## src/rtl/soc_noc_arb_pkg.sv

```systemverilog
// Shared types and helpers for the NoC packet arbiter: state encoding,
// port-count limit and the round-robin pointer increment.
package soc_noc_arb_pkg;

  localparam int MAX_PORTS = 8;

  typedef logic [0:0] arb_state_t;
  localparam arb_state_t IDLE   = 1'b0;
  localparam arb_state_t LOCKED = 1'b1;

  // Wraps at n explicitly so non-power-of-two port counts rotate correctly.
  function automatic int rr_next(input int ptr, input int n);
    return (ptr >= n - 1) ? 0 : ptr + 1;
  endfunction

endpackage

```

## src/rtl/soc_rr_select.sv

```systemverilog
// Combinational round-robin picker: first set request at or above rr_ptr,
// wrapping around, found by scanning a doubled copy of the request vector.
module soc_rr_select
  import soc_noc_arb_pkg::*;
#(
  parameter  int NUM_PORTS = 2,
  localparam int PORT_W    = $clog2(NUM_PORTS)
) (
  input  logic [NUM_PORTS-1:0] req,
  input  logic [PORT_W-1:0]    rr_ptr,
  output logic [PORT_W-1:0]    sel,
  output logic                 any_req
);

  localparam int DW = $clog2(2 * NUM_PORTS);

  logic [2*NUM_PORTS-1:0] dbl;
  logic [DW-1:0]          idx;
  logic                   found;

  always_comb begin
    dbl   = {req, req};
    sel   = '0;
    idx   = '0;
    found = 1'b0;
    for (int i = 0; i < NUM_PORTS; i++) begin
      idx = DW'(rr_ptr) + DW'(i);
      if (!found && dbl[idx]) begin
        found = 1'b1;
        sel   = (idx >= DW'(NUM_PORTS)) ? PORT_W'(idx - DW'(NUM_PORTS)) : PORT_W'(idx);
      end
    end
  end

  assign any_req = |req;

endmodule

```

## src/rtl/soc_noc_packet_arbiter.sv

```systemverilog
// Packet-atomic round-robin arbiter: NUM_PORTS tile-local packet sources share
// one outgoing NoC lane; a started packet keeps the grant until its last flit.
module soc_noc_packet_arbiter
  import soc_noc_arb_pkg::*;
#(
  parameter  int FLIT_WIDTH = 32,
  parameter  int NUM_PORTS  = 2,
  localparam int PORT_W     = $clog2(NUM_PORTS)
) (
  input  logic                            clk,
  input  logic                            rst,
  input  logic [NUM_PORTS*FLIT_WIDTH-1:0] in_flit,
  input  logic [NUM_PORTS-1:0]            in_last,
  input  logic [NUM_PORTS-1:0]            in_valid,
  output logic [NUM_PORTS-1:0]            in_ready,
  output logic [FLIT_WIDTH-1:0]           out_flit,
  output logic                            out_last,
  output logic                            out_valid,
  input  logic                            out_ready,
  output logic [PORT_W-1:0]               grant_idx,
  output logic                            busy
);

  if (NUM_PORTS < 2 || NUM_PORTS > MAX_PORTS) begin : g_bad_ports
    $error("soc_noc_packet_arbiter: NUM_PORTS out of range");
  end

  arb_state_t          state;
  logic [PORT_W-1:0]   owner;
  logic [PORT_W-1:0]   rr_ptr;
  logic [PORT_W-1:0]   grant_q;
  logic [PORT_W-1:0]   sel;
  logic [PORT_W-1:0]   cur;
  logic                any_req;

  soc_rr_select #(.NUM_PORTS(NUM_PORTS)) u_select (
    .req     (in_valid),
    .rr_ptr  (rr_ptr),
    .sel     (sel),
    .any_req (any_req)
  );

  // Handshake: a flit moves on every cycle where valid and ready are both high;
  // a source holds flit/last stable while valid is high and ready is low.
  always_comb begin
    cur       = (state == LOCKED) ? owner : sel;
    out_flit  = '0;
    out_last  = 1'b0;
    for (int p = 0; p < NUM_PORTS; p++) begin
      if (cur == PORT_W'(p)) begin
        out_flit = in_flit[p*FLIT_WIDTH +: FLIT_WIDTH];
        out_last = in_last[p];
      end
    end
    in_ready  = '0;
    out_valid = 1'b0;
    grant_idx = grant_q;
    if (rst) begin
      grant_idx = '0;
    end else if (state == LOCKED) begin
      out_valid       = in_valid[owner];
      in_ready[owner] = out_ready;
      grant_idx       = owner;
    end else if (any_req) begin
      out_valid     = 1'b1;
      in_ready[sel] = out_ready;
      grant_idx     = sel;
    end
  end

  always_ff @(posedge clk) begin
    if (rst) begin
      state   <= IDLE;
      owner   <= '0;
      rr_ptr  <= '0;
      grant_q <= '0;
    end else begin
      grant_q <= grant_idx;
      case (state)
        IDLE: begin
          if (any_req) begin
            // A single-flit packet accepted here never needs the lock.
            if (out_ready && in_last[sel]) begin
              rr_ptr <= PORT_W'(rr_next(int'(sel), NUM_PORTS));
            end else begin
              state <= LOCKED;
              owner <= sel;
            end
          end
        end
        default: begin
          if (in_valid[owner] && out_ready && in_last[owner]) begin
            state  <= IDLE;
            rr_ptr <= PORT_W'(rr_next(int'(owner), NUM_PORTS));
          end
        end
      endcase
    end
  end

  assign busy = (state == LOCKED);

  always_ff @(posedge clk) begin
    if (!rst) begin
      assert (int'(grant_idx) < NUM_PORTS);
      assert ($onehot0(in_ready));
    end
  end

endmodule
```

## config.mk

```make
export PLATFORM = sky130hd
export DESIGN_NAME = soc_noc_packet_arbiter
export DESIGN_NICKNAME = d
export VERILOG_FILES = /design/src/rtl/soc_noc_arb_pkg.sv /design/src/rtl/soc_rr_select.sv /design/src/rtl/soc_noc_packet_arbiter.sv
export SDC_FILE = /design/constraint.sdc
export NUM_CORES = 1
export LEC_CHECK = 0
export CORE_ASPECT_RATIO = 0.7
export CORE_MARGIN = 1.5
export CORE_UTILIZATION = 23
export CTS_CLUSTER_SIZE = 25
export DETAILED_ROUTE_END_ITERATION = 6
export PLACE_DENSITY = 0.76
export SYNTH_ARGS = -nofsm -noshare
export SYNTH_HDL_FRONTEND = slang
export SYNTH_SLANG_ARGS = --single-unit
```

## constraint.sdc

```tcl
create_clock -name clk -period 1.7 [get_ports clk]
set_input_delay 0.34 -clock clk [delete_from_list [all_inputs] [get_ports clk]]
set_output_delay 0.34 -clock clk [all_outputs]
set_load 0.05 [all_outputs]
```

Yosys cells after proc, flatten, opt, wreduce, memory -nomap -nowiden
Cells that the tools add are included.
{ "classes": {"div_mod_pow": 0, "mul": 0, "n_eq_ne": 1, "add_sub_neg": 5, "reduce_logical": 12, "shifts": 0, "n_bitwise": 4, "n_lt_le_gt_ge": 10, "n_mux": 41} }
{ "ops": {"columns": ["cell", "count"], "rows": [
  ["$mux W1", 34],
  ["$mux W32", 1],
  ["$logic_and A1 B1 Y1", 6],
  ["$mux W2", 3],
  ["$reduce_and A3 Y1", 2],
  ["$and A2 B2 Y2", 2],
  ["$ge A1 B1 Y1 const B", 4],
  ["$lt A1 B2 Y1 const B", 2],
  ["$reduce_bool A2 Y1", 2],
  ["$lt A1 B3 Y1 const B", 1],
  ["$lt A2 B3 Y1 const B", 1],
  ["$add A1 B1 Y1 const B", 2],
  ["$add A1 B1 Y2 const B", 1],
  ["$bmux W1 S2", 1],
  ["$demux W1 S1", 2],
  ["$ge A1 B2 Y1 const B", 1],
  ["$ge A2 B2 Y1 const B", 1],
  ["$ne A2 B1 Y1 const B", 1],
  ["$not A1 Y1", 2],
  ["$reduce_or A2 Y1", 1],
  ["$sub A1 B1 Y1 const B", 2],
  ["$logic_not A1 Y1", 1]
]} }
{ "word_totals": {"ff_bits": 4, "romBits": 0, "latchBits": 0, "ramBits": 0, "input_bits": 71, "mem_count": 0, "out_inout_bits": 38, "wordCells": 77} }

Longest topological paths before layout
Gate-level depths: netlist (run 1).
{ "depth": {"word_depth": 14, "ltp_mapped": 6, "ltp_nobuf": 4} }

By module
A second synthesis (run 1) with hierarchy kept.
{ "hier_totals": {"hier_cells": 140, "area_unflattened_um2": 713.2} }
{ "by_module_without_submodules": {"columns": ["module", "seq_area_each_um2", "area_each_um2", "cells_per_inst", "n_inst"], "rows": [
  ["soc_noc_packet_arbiter", 80.1, 695.7, 137, 1],
  ["soc_rr_select", 0.0, 17.5, 3, 1]
]} }

Worst setup path before layout (run 1)
No wires, ideal clock.
{ "synth_timing": {"path_kind": "register to output", "from": "reg state (netlist: busy)", "to": "out in_ready[1]", "arrival_time_ns": 2.478, "required_time_ns": 1.360, "path_stages_with_launch": 7, "path_buffers": 3, "slack_ns": -1.118, "path_cell_list": "dfxtp_1 -> buf_4 -> and2_4 -> a31oi_2 -> buf_6 -> buf_12 -> nor3b_1"} }
{ "synth_via": {"elab_chain_cells": 2} }
{ "synth_lines": {"columns": ["item", "line_no", "source"], "rows": [
  ["start, declared", "soc_noc_packet_arbiter.sv:28", "arb_state_t state;"],
  ["start signal, assigned", "soc_noc_packet_arbiter.sv:73", "state <= IDLE;"],
  ["start signal, assigned", "soc_noc_packet_arbiter.sv:86", "state <= LOCKED;"],
  ["start signal, assigned", "soc_noc_packet_arbiter.sv:93", "state <= IDLE;"],
  ["$mux W2", "soc_noc_packet_arbiter.sv:60", "end else if (state == LOCKED) begin"],
  ["$mux W2", "soc_noc_packet_arbiter.sv:58", "if (rst) begin"],
  ["end, declared", "soc_noc_packet_arbiter.sv:15", "output logic [NUM_PORTS-1:0] in_ready,"]
]} }
No other way between the ends.

Final worst setup path (run 1)
{ "layout_timing": {"from": "reg state (netlist: busy)", "to": "out out_flit[25]"} }
{ "layout_via": {"elab_chain_cells": 2} }
{ "layout_lines": {"columns": ["item", "line_no", "source"], "rows": [
  ["$mux W1", "soc_noc_packet_arbiter.sv:46", "cur = (state == LOCKED) ? owner : sel;"],
  ["$mux W32", "soc_noc_packet_arbiter.sv:50", "if (cur == PORT_W'(p)) begin"],
  ["end, declared", "soc_noc_packet_arbiter.sv:16", "output logic [FLIT_WIDTH-1:0] out_flit,"]
]} }
No other way between the ends.

==> impl_metrics.toml, run 1 <==
[logic_synthesis]
async_flop_share_pct = 0
syn_area_sq_um = 862
synthAdderAreaFrac_pct = 0
yosys.area.top_type = "mux2_4"
synth-seq-cells = 4
synth_top_cell_area_share_pct = 45.3
synth_cell_types = 29
seq_area_frac_synth_pct = 9.29
synth_nets = 148
syn_avg_cell_area_sq_um = 11.2
synth_compound_area_share_pct = 10.3
synth_area_leaders = "mux2_4 45%, dfxtp_1 9.3%, mux2_2 9.1%"
synth_xor_area_share_pct = 0
synth_top_flop_cell = "dfxtp_1"
muxShareOfSynthArea_pct = 55.6
synth-edff-count = 0
synthSimpleGateAreaFrac_pct = 13.9
synth_top_family_by_area = "multiplexers"
yosysWarnings = 0
synth_cells = 77

[placement]
dp_hpwl_mm = 3.13
place_congestion = 0.895
post_dp_cell_area_sq_um = 2100
port_buffers = 108

[power]
leakagePower_nw = 1.09
power_switching_w = 0.000622
powerDensity_nw_per_um2 = 617
switching_share_pct = 42.1
p_total_w = 0.00148
ir_worst_vdd_uv = 469
seqPwrFrac_pct = 7.4
p_clk_share_pct = 15.0
p_comb_share_pct = 77.6
internal_power_w = 0.000855

[cts]
clockBufferDepth = 2
cts-root-buf = "clkbuf_8"
worstSkewPairLatency_ns = 0.22
htreeDepth = 1
cts_made_buffers = 3
cts_tree = "done"
cts.sinks = 4
postCtsHoldBufs = 0
clkTransAtPathRegs_ns = 0.04

[sta]
timing.final.ws_setup_ns = -0.318
holdWs_ns = 0.523
rsz0062_at_grt = "true"
tightest_slew_ns = 0.300
timing.slew.headroom_pct = 80.0
fin_crit_ns = 2.02
finalHoldViolCount = 0
fin_skew_ns = 0.00490
slew_violations = 0
setup_viol = 36
max_freq_ghz = 0.496
fin_crit_sh_pct = 119

[route]
drtPass1Iterations = 4
drt-initial-drc-count = 11
via_count = 1126
routed_wl_mm = 4.20
viasPerCell = 4.36
wl_per_cell_um = 16.3
ant_nets = 0
drc = 0

[worst_setup_path]
cp_slowest_cell = "dfxtp_4"
crit_path_end_kind = "primary output"
cp_max_fo = 7
crit_arrival_ns = 1.68
cp_slowest_stage_delay_ns = 0.34
required_ns = 1.36
path_buf_inv = 3
crit_chain = "and2_4 -> a31oi_4 -> buf_6 -> buf_12 -> mux2_4 -> buf_8"
critPathLaunchType = "flop"
crit_type = "flop to primary output"
critPathTopFamily = "buffers and inverters"

[final_layout]
post_route_cells_drive_above_1_share_pct = 54.3
finalNetCount = 280
syn2layout_area_growth_pct = 178
mostFrequentLayoutCell = "clkdlybuf4s50_1"
mostFrequentLayoutCells = "67 x clkdlybuf4s50_1, 29 x buf_6, 27 x mux2_4, 22 x buf_4, 9 x buf_12"
final_area_sq_um = 2390
num_antenna_cells = 0
n_fill_cell = 295

[run_status]
violations = "setup timing"
status = "finished with violations"

[die]
start_util_pct = 24.2
die_h_um = 54.2
die_w_um = 76.2
coreArea_sq_um = 3560
rows = 18
io_pins = 109
die_area_sq_um = 4130

[global_route]
grt_max_degree = 13
grt_pass1_vias = 1084
globalRouteOverflowTotal = 0
grt_pass1_wl_mm = 5.53
grt.total_usage_pct = 17.5
antenna_found_initial = 0

[flow_run]
maxCapViolations = 0

[min_path]
worstHoldPathType = "flop to flop"
==> state kept, by name, indices dropped and copies added (netlist names) <==
name	count
grant_q	1
rr_ptr	1
busy	1
owner	1
==> worst paths after layout <==
check	startpoint	endpoint	slack, ns	cells past startpoint
worst max-delay path	busy$_SDFF_PP0_	out_flit[25]	-0.32	6
worst min-delay path	grant_q$_SDFF_PP0_	grant_q$_SDFF_PP0_	0.52	2
worst max register to register	busy$_SDFF_PP0_	rr_ptr$_SDFFE_PP0P_	0.20	6
worst min register to register	grant_q$_SDFF_PP0_	grant_q$_SDFF_PP0_	0.52	2
==> cells by family (layout without fill, tap and decap cells) <==
logic type	Yosys count	after routing
mux	34	34
buf+inv	8	139
simple gates	20	20
flops	4	4
compound gates	11	11
==> metrics by stage <==
step,cells,setup TNS (ns),utilization (%),setup WS (ns)
final,258,-9.94,67.3,-0.318
after global routing,258,-11.87,67.3,-0.372
after CTS,258,-10.60,67.2,-0.323
after detailed placement,245,-20.20,59.1,-0.587
after global placement,245,-19.14,59.1,-0.541
after floorplan,77,-6.04,-,-0.186
==> power by group through the flow <==
stage,logic [W],registers [W],clock network (W)
floorplan,0.000616,0.000118,0
global placement,0.00100,0.000110,0
detailed placement,0.00101,0.000111,0
CTS,0.00114,0.000110,0.000227
global route,0.00119,0.000110,0.000232
finish,0.00115,0.000109,0.000222
==> layer usage <==
layer	routed length [um]	track usage, %	vias up	part of all wire [%]
met5	0	0	-	0
met4	28	3.70	0	0.67
met3	267	4.67	5	6.4
met2	2380	35.9	42	57
met1	1530	18.8	529	36
li1	-	-	550	-
==> what timing repair did <==
item	CTS	global route
pin swaps	2	2
cloned	2	0
resized for setup	40	8
setup buffers	8	2
endpoints found under the hold margin	0	0
endpoints found under the setup margin	38	37
==> cell type report <==
cell class              count  area, sq um  area share [%]
clock buffers               4         45.0            1.88
inverters                   1         3.75           0.157
multi-input cells          65          749            31.3
flip-flops and latches      4         85.1            3.55
well taps                  50         62.6            2.61
repair buffers            134         1450            60.5
==> synthesized netlist by cell type, drive strengths merged (2+ instances only) <==
cell type  count
a21oi          3
a221oi         2
and2           3
buf            6
dfxtp          4
mux2          33
nand2          6
nand2b         2
nor2           3
==> worst reg2reg max path: stages (launching register included) <==
cell and delay (ns):
dfxtp_4 0.34, and2_4 0.14, a31oi_4 0.21, buf_4 0.16, buf_6 0.11, or4b_1 0.42
nand2_1 0.07
(Power assumes the default switching activity.)
==> run 2: changes to the inputs <==
==> constraint.sdc (replaced) <==
create_clock -name clk -period 1.7 [get_ports clk]
set_input_delay 0.51 -clock clk [delete_from_list [all_inputs] [get_ports clk]]
set_output_delay 0.51 -clock clk [all_outputs]
set_load 0.05 [all_outputs]
==> run 2 against run 1 <==
- cell count rose by 2.7%
- non-clock buffer count up 7
- highest routed layer unchanged
- register-to-register slack worse by 0.18 ns
- the flow still finishes with violations (setup timing)
- combinational power up 11%
- maximum frequency is 9.4% lower
- global-route usage increased by 5.1 points
- hold slack got worse by 0.012 ns
- largest cell class unchanged
==> impl_metrics.toml, run 2 (synthesis gave the netlist of run 1 again) <==
[run_status]
status = "finished with violations"
violations = "setup timing"

[final_layout]
syn2layout_area_growth_pct = 205
finalNetCount = 287
stdcell_count = 265
post_route_cells_drive_above_1_share_pct = 58.6
mostFrequentLayoutCell = "clkdlybuf4s50_1"
num_antenna_cells = 0
post-route-util_pct = 73.9
mostFrequentLayoutCells = "65 x clkdlybuf4s50_1, 33 x mux2_4, 30 x buf_6, 17 x buf_4, 12 x buf_12"

[cts]
postCtsHoldBufs = 0
cts_made_buffers = 3
htreeDepth = 1
cts.sinks = 4
worstSkewPairLatency_ns = 0.22
clkTransAtPathRegs_ns = 0.04
cts_tree = "done"
clockBufferDepth = 2
cts-root-buf = "clkbuf_8"

[power]
powerDensity_nw_per_um2 = 611
p_comb_share_pct = 79.6
internal_power_w = 0.000951
switching_share_pct = 40.8
leakagePower_nw = 1.23
seqPwrFrac_pct = 6.9
p_total_w = 0.00161
p_clk_share_pct = 13.5
ir_worst_vdd_uv = 479
power_switching_w = 0.000656

[route]
drc = 0
wl_met1_mm = 1.87
routed_wl_mm = 4.80
drt-initial-drc-count = 26
wl_per_cell_um = 18.1
drtPass1Iterations = 4
top_layer = "met4"
ant_nets = 0
met2WireLength_mm = 2.57
wl_met3_um = 329
via_count = 1210
viasPerCell = 4.57

[die]
die_area_sq_um = 4130
die_h_um = 54.2
rows = 18
start_util_pct = 24.2
coreArea_sq_um = 3560
die_w_um = 76.2
io_pins = 109

[sta]
finalHoldViolCount = 0
tns_ns = -18.09
setup_viol = 37
tightest_slew_ns = 0.285
fin_crit_sh_pct = 131
timing.slew.headroom_pct = 81.0
slew_violations = 0
fin_skew_ns = 0.00357
rsz0062_at_grt = "true"
timing.final.ws_setup_ns = -0.528
max_freq_ghz = 0.449
fin_crit_ns = 2.23

[worst_setup_path]
ff2ff_setup_slack_ns = 0.02
r2r_end = "rr_ptr$_SDFFE_PP0P_"
critPathLaunchType = "flop"
required_ns = 1.19
r2r.worst_path.cells = 8
crit_type = "flop to primary output"
crit_arrival_ns = 1.72
worstReg2RegStart = "owner$_SDFFE_PP0P_"
cp_slowest_cell = "dfxtp_2"
crit_chain = "and2_4 -> a31oi_4 -> buf_6 -> buf_6 -> buf_12 -> mux2_4 -> buf_12"
cp_slowest_stage_delay_ns = 0.32
cp_max_fo = 6
crit_path_end_kind = "primary output"

[global_route]
globalRouteOverflowTotal = 0
antenna_found_initial = 0
grt_pass1_vias = 1291
grt_pass1_wl_mm = 7.03
grt.total_usage_pct = 22.6
grt_max_degree = 8

[placement]
place_congestion = 0.820
dp_hpwl_mm = 3.11
dp_slack_ns = -0.958
port_buffers = 108
dp.cells = 244

[min_path]
worstHoldPathType = "flop to flop"
holdPathEnd = "grant_q$_SDFF_PP0_"
min_path_cells = 2
min-delay-start = "grant_q$_SDFF_PP0_"

[flow_run]
maxCapViolations = 0
-- run 2: cell types whose count changed in the layout (fill, tap and decap cells not counted), sizes merged --
cell           delta
buf               +9
clkdlybuf4s50     -2
clkbuf            +1
clkdlybuf4s15     -2
dlygate4sd2       +1
-- run 2: per-stage QoR --
stage / hold WS [ns] / instance area (sq um)
finish: 0.512 / 2630
floorplan: 0.509 / 901
CTS: 0.495 / 2640
global placement: 0.525 / 2110
detailed placement: 0.532 / 2110
global route: 0.552 / 2630
-- run 2: timing repair --
action | 4_1_cts | 5_1_grt
setup buffers | 14 | 0
pin swaps | 4 | 1
endpoints found under the setup margin | 40 | 38
cloned | 4 | 0
gates resized for setup | 86 | 3
-- run 2: worst max-delay path by stage --
stage / start / to / slack (ns) / depth (start not counted)
after CTS: busy$_SDFF_PP0_ / out_flit[11] / -0.52 / 7
final: owner$_SDFFE_PP0P_ / out_flit[2] / -0.53 / 7
after global placement: in_valid[0] / out_flit[3] / -0.93 / 6
after detailed placement: in_valid[0] / out_flit[11] / -0.96 / 6
after floorplan: busy$_SDFF_PP0_ / out_flit[12] / -0.36 / 6
after global routing: busy$_SDFF_PP0_ / out_flit[1] / -0.58 / 7
-- run 2: area by class of cell --
| class | instances | area [sq um] |
|---|---|---|
| tap | 50 | 62.6 |
| sequential | 4 | 86.3 |
| fill | 242 | 928 |
| inverter | 1 | 3.75 |
| clock buffer | 4 | 45.0 |
| multi-input combinational | 65 | 790 |
| timing repair buffer | 141 | 1640 |
-- run 2: per-layer routing --
layer,track usage (%),vias to the layer above
li1,-,564
met1,26.4,587
met2,44.0,53
met3,6.00,6
met4,3.40,0
met5,0,-
-- run 2: critical path: cells and delay by family, from the launching register on --
family	cells	cell delay (ns)
compound gates	1	0.16
buf+inv	4	0.53
flops	1	0.32
mux	1	0.32
simple gates	1	0.16
-- run 2: power by group through the flow --
stage / combinational, W / sequential (W) / clock, W
after floorplan: 0.000616 / 0.000118 / 0
after global placement: 0.00101 / 0.000110 / 0
after detailed placement: 0.00102 / 0.000110 / 0
after CTS: 0.00127 / 0.000110 / 0.000221
after global routing: 0.00132 / 0.000113 / 0.000230
final: 0.00128 / 0.000111 / 0.000218
==> run 3: changes to the inputs <==
--- a/config.mk
+++ b/config.mk
@@ -5,7 +5,6 @@
 export SDC_FILE = /design/constraint.sdc
 export NUM_CORES = 1
 export LEC_CHECK = 0
-export CORE_ASPECT_RATIO = 0.7
 export CORE_MARGIN = 1.5
 export CORE_UTILIZATION = 23
 export CTS_CLUSTER_SIZE = 25
==> run 3 against run 2 <==
- the run still ends with setup timing left
- clock skew down 0.0015 ns
- sequential cell count unchanged
- final area down 1.2%
- sequential share of layout area about the same
==> impl_metrics.toml, run 3 (synthesis gave the netlist of run 1 again) <==
[run_status]
status = "finished with violations"
violations = "setup timing"

[die]
io_pins = 109
coreArea_sq_um = 3630
die_h_um = 64.2
die_w_um = 64.2
rows = 22
start_util_pct = 23.7
die_area_sq_um = 4120

[sta]
fin_crit_sh_pct = 130
fin_skew_ns = 0.00205
fin_crit_ns = 2.21
timing.slew.headroom_pct = 79.7
finalHoldViolCount = 0
rsz0062_at_grt = "true"
setup_viol = 37
max_freq_ghz = 0.452
tightest_slew_ns = 0.304
holdWs_ns = 0.591
timing.final.ws_setup_ns = -0.514
slew_violations = 0

[power]
p_comb_share_pct = 80.3
powerDensity_nw_per_um2 = 616
internal_power_w = 0.000953
power_switching_w = 0.000647
switching_share_pct = 40.4
p_clk_share_pct = 12.8
ir_worst_vdd_uv = 608
p_total_w = 0.00160
leakagePower_nw = 1.20
seqPwrFrac_pct = 6.9

[cts]
cts-root-buf = "clkbuf_8"
clkTransAtPathRegs_ns = 0.03
htreeDepth = 1
cts_tree = "done"
cts.sinks = 4
worstSkewPairLatency_ns = 0.21
clockBufferDepth = 2
postCtsHoldBufs = 0
cts_made_buffers = 3

[placement]
post_dp_cell_area_sq_um = 2110
place_congestion = 0.838
dp.cells = 242
dp_hpwl_mm = 3.37
port_buffers = 108

[worst_setup_path]
crit_arrival_ns = 1.70
required_ns = 1.19
critPathLaunchType = "flop"
cp_max_fo = 5
crit_type = "flop to primary output"
crit_path_end_kind = "primary output"

[flow_run]
maxCapViolations = 0

[route]
drc = 0
wl_per_cell_um = 19.1
viasPerCell = 4.70
drt-initial-drc-count = 29
ant_nets = 0
via_count = 1217
drtPass1Iterations = 4
routed_wl_mm = 4.95

[global_route]
grt.total_usage_pct = 23.1
grt_max_degree = 10
grt_pass1_vias = 1276
globalRouteOverflowTotal = 0
antenna_found_initial = 0
grt_pass1_wl_mm = 7.27

[final_layout]
syn2layout_area_growth_pct = 201
n_fill_cell = 227
mostFrequentLayoutCell = "clkdlybuf4s50_1"
post_route_cells_drive_above_1_share_pct = 59.2
stdcell_count = 259
final_area_sq_um = 2600
mostFrequentLayoutCells = "65 x clkdlybuf4s50_1, 33 x mux2_4, 25 x buf_6, 16 x buf_4, 12 x buf_12"
finalNetCount = 283
num_antenna_cells = 0

[min_path]
worstHoldPathType = "flop to flop"
run 3: area by class of cell:
class	instances	area, sq um	share of cell area, %
flip-flops and latches	4	86.3	3.32
multi-input cells	65	785	30.2
inverters	1	3.75	0.145
clock buffers	4	45.0	1.73
well taps	48	60.1	2.31
repair buffers	137	1620	62.3
run 3: routing by layer:
metal | vias up | share of wire, % | wire length, um | global-route usage (%)
met5 | - | 0 | 0 | 0
met4 | 0 | 1.9 | 96 | 6.12
met3 | 8 | 9.5 | 468 | 7.57
met2 | 61 | 53 | 2640 | 44.7
met1 | 591 | 35 | 1740 | 23.3
li1 | 557 | - | - | -
run 3: timing repair:
action	CTS	global route
setup endpoints to repair	40	38
gates resized for setup	79	5
cloned	6	0
pin swaps	4	3
setup buffers	9	1
run 3: path summary, 6_finish.rpt:
kind	cells past startpoint	end	slack [ns]	startpoint
max	7	out_flit[27]	-0.51	busy$_SDFF_PP0_
min	3	grant_q$_SDFF_PP0_	0.59	grant_q$_SDFF_PP0_
max reg2reg	8	rr_ptr$_SDFFE_PP0P_	0.02	busy$_SDFF_PP0_
min reg2reg	3	grant_q$_SDFF_PP0_	0.59	grant_q$_SDFF_PP0_
run 3: worst max-delay path: stages (launching register included):
cell and delay [ns]:
dfxtp_4 0.34, and2_4 0.14, a31oi_4 0.16, buf_12 0.15, buf_8 0.12, buf_16 0.12, mux2_4 0.31, buf_12 0.15
run 3: stage by stage:
stage	util, %	setup TNS (ns)	setup WS, ns
after floorplan	-	-12.45	-0.356
after global placement	58.0	-33.55	-0.936
after detailed placement	58.0	-34.40	-0.966
after CTS	72.6	-17.60	-0.507
after global routing	71.5	-18.46	-0.564
final	71.5	-16.69	-0.514
run 3: power groups by stage:
stage / Sequential, W / Clock (W) / Combinational, W
4_1_cts: 0.000111 / 0.000209 / 0.00130
3_3_place_gp: 0.000111 / 0 / 0.00102
5_1_grt: 0.000111 / 0.000219 / 0.00132
2_1_floorplan: 0.000118 / 0 / 0.000616
6_report: 0.000110 / 0.000205 / 0.00128
3_5_place_dp: 0.000111 / 0 / 0.00103
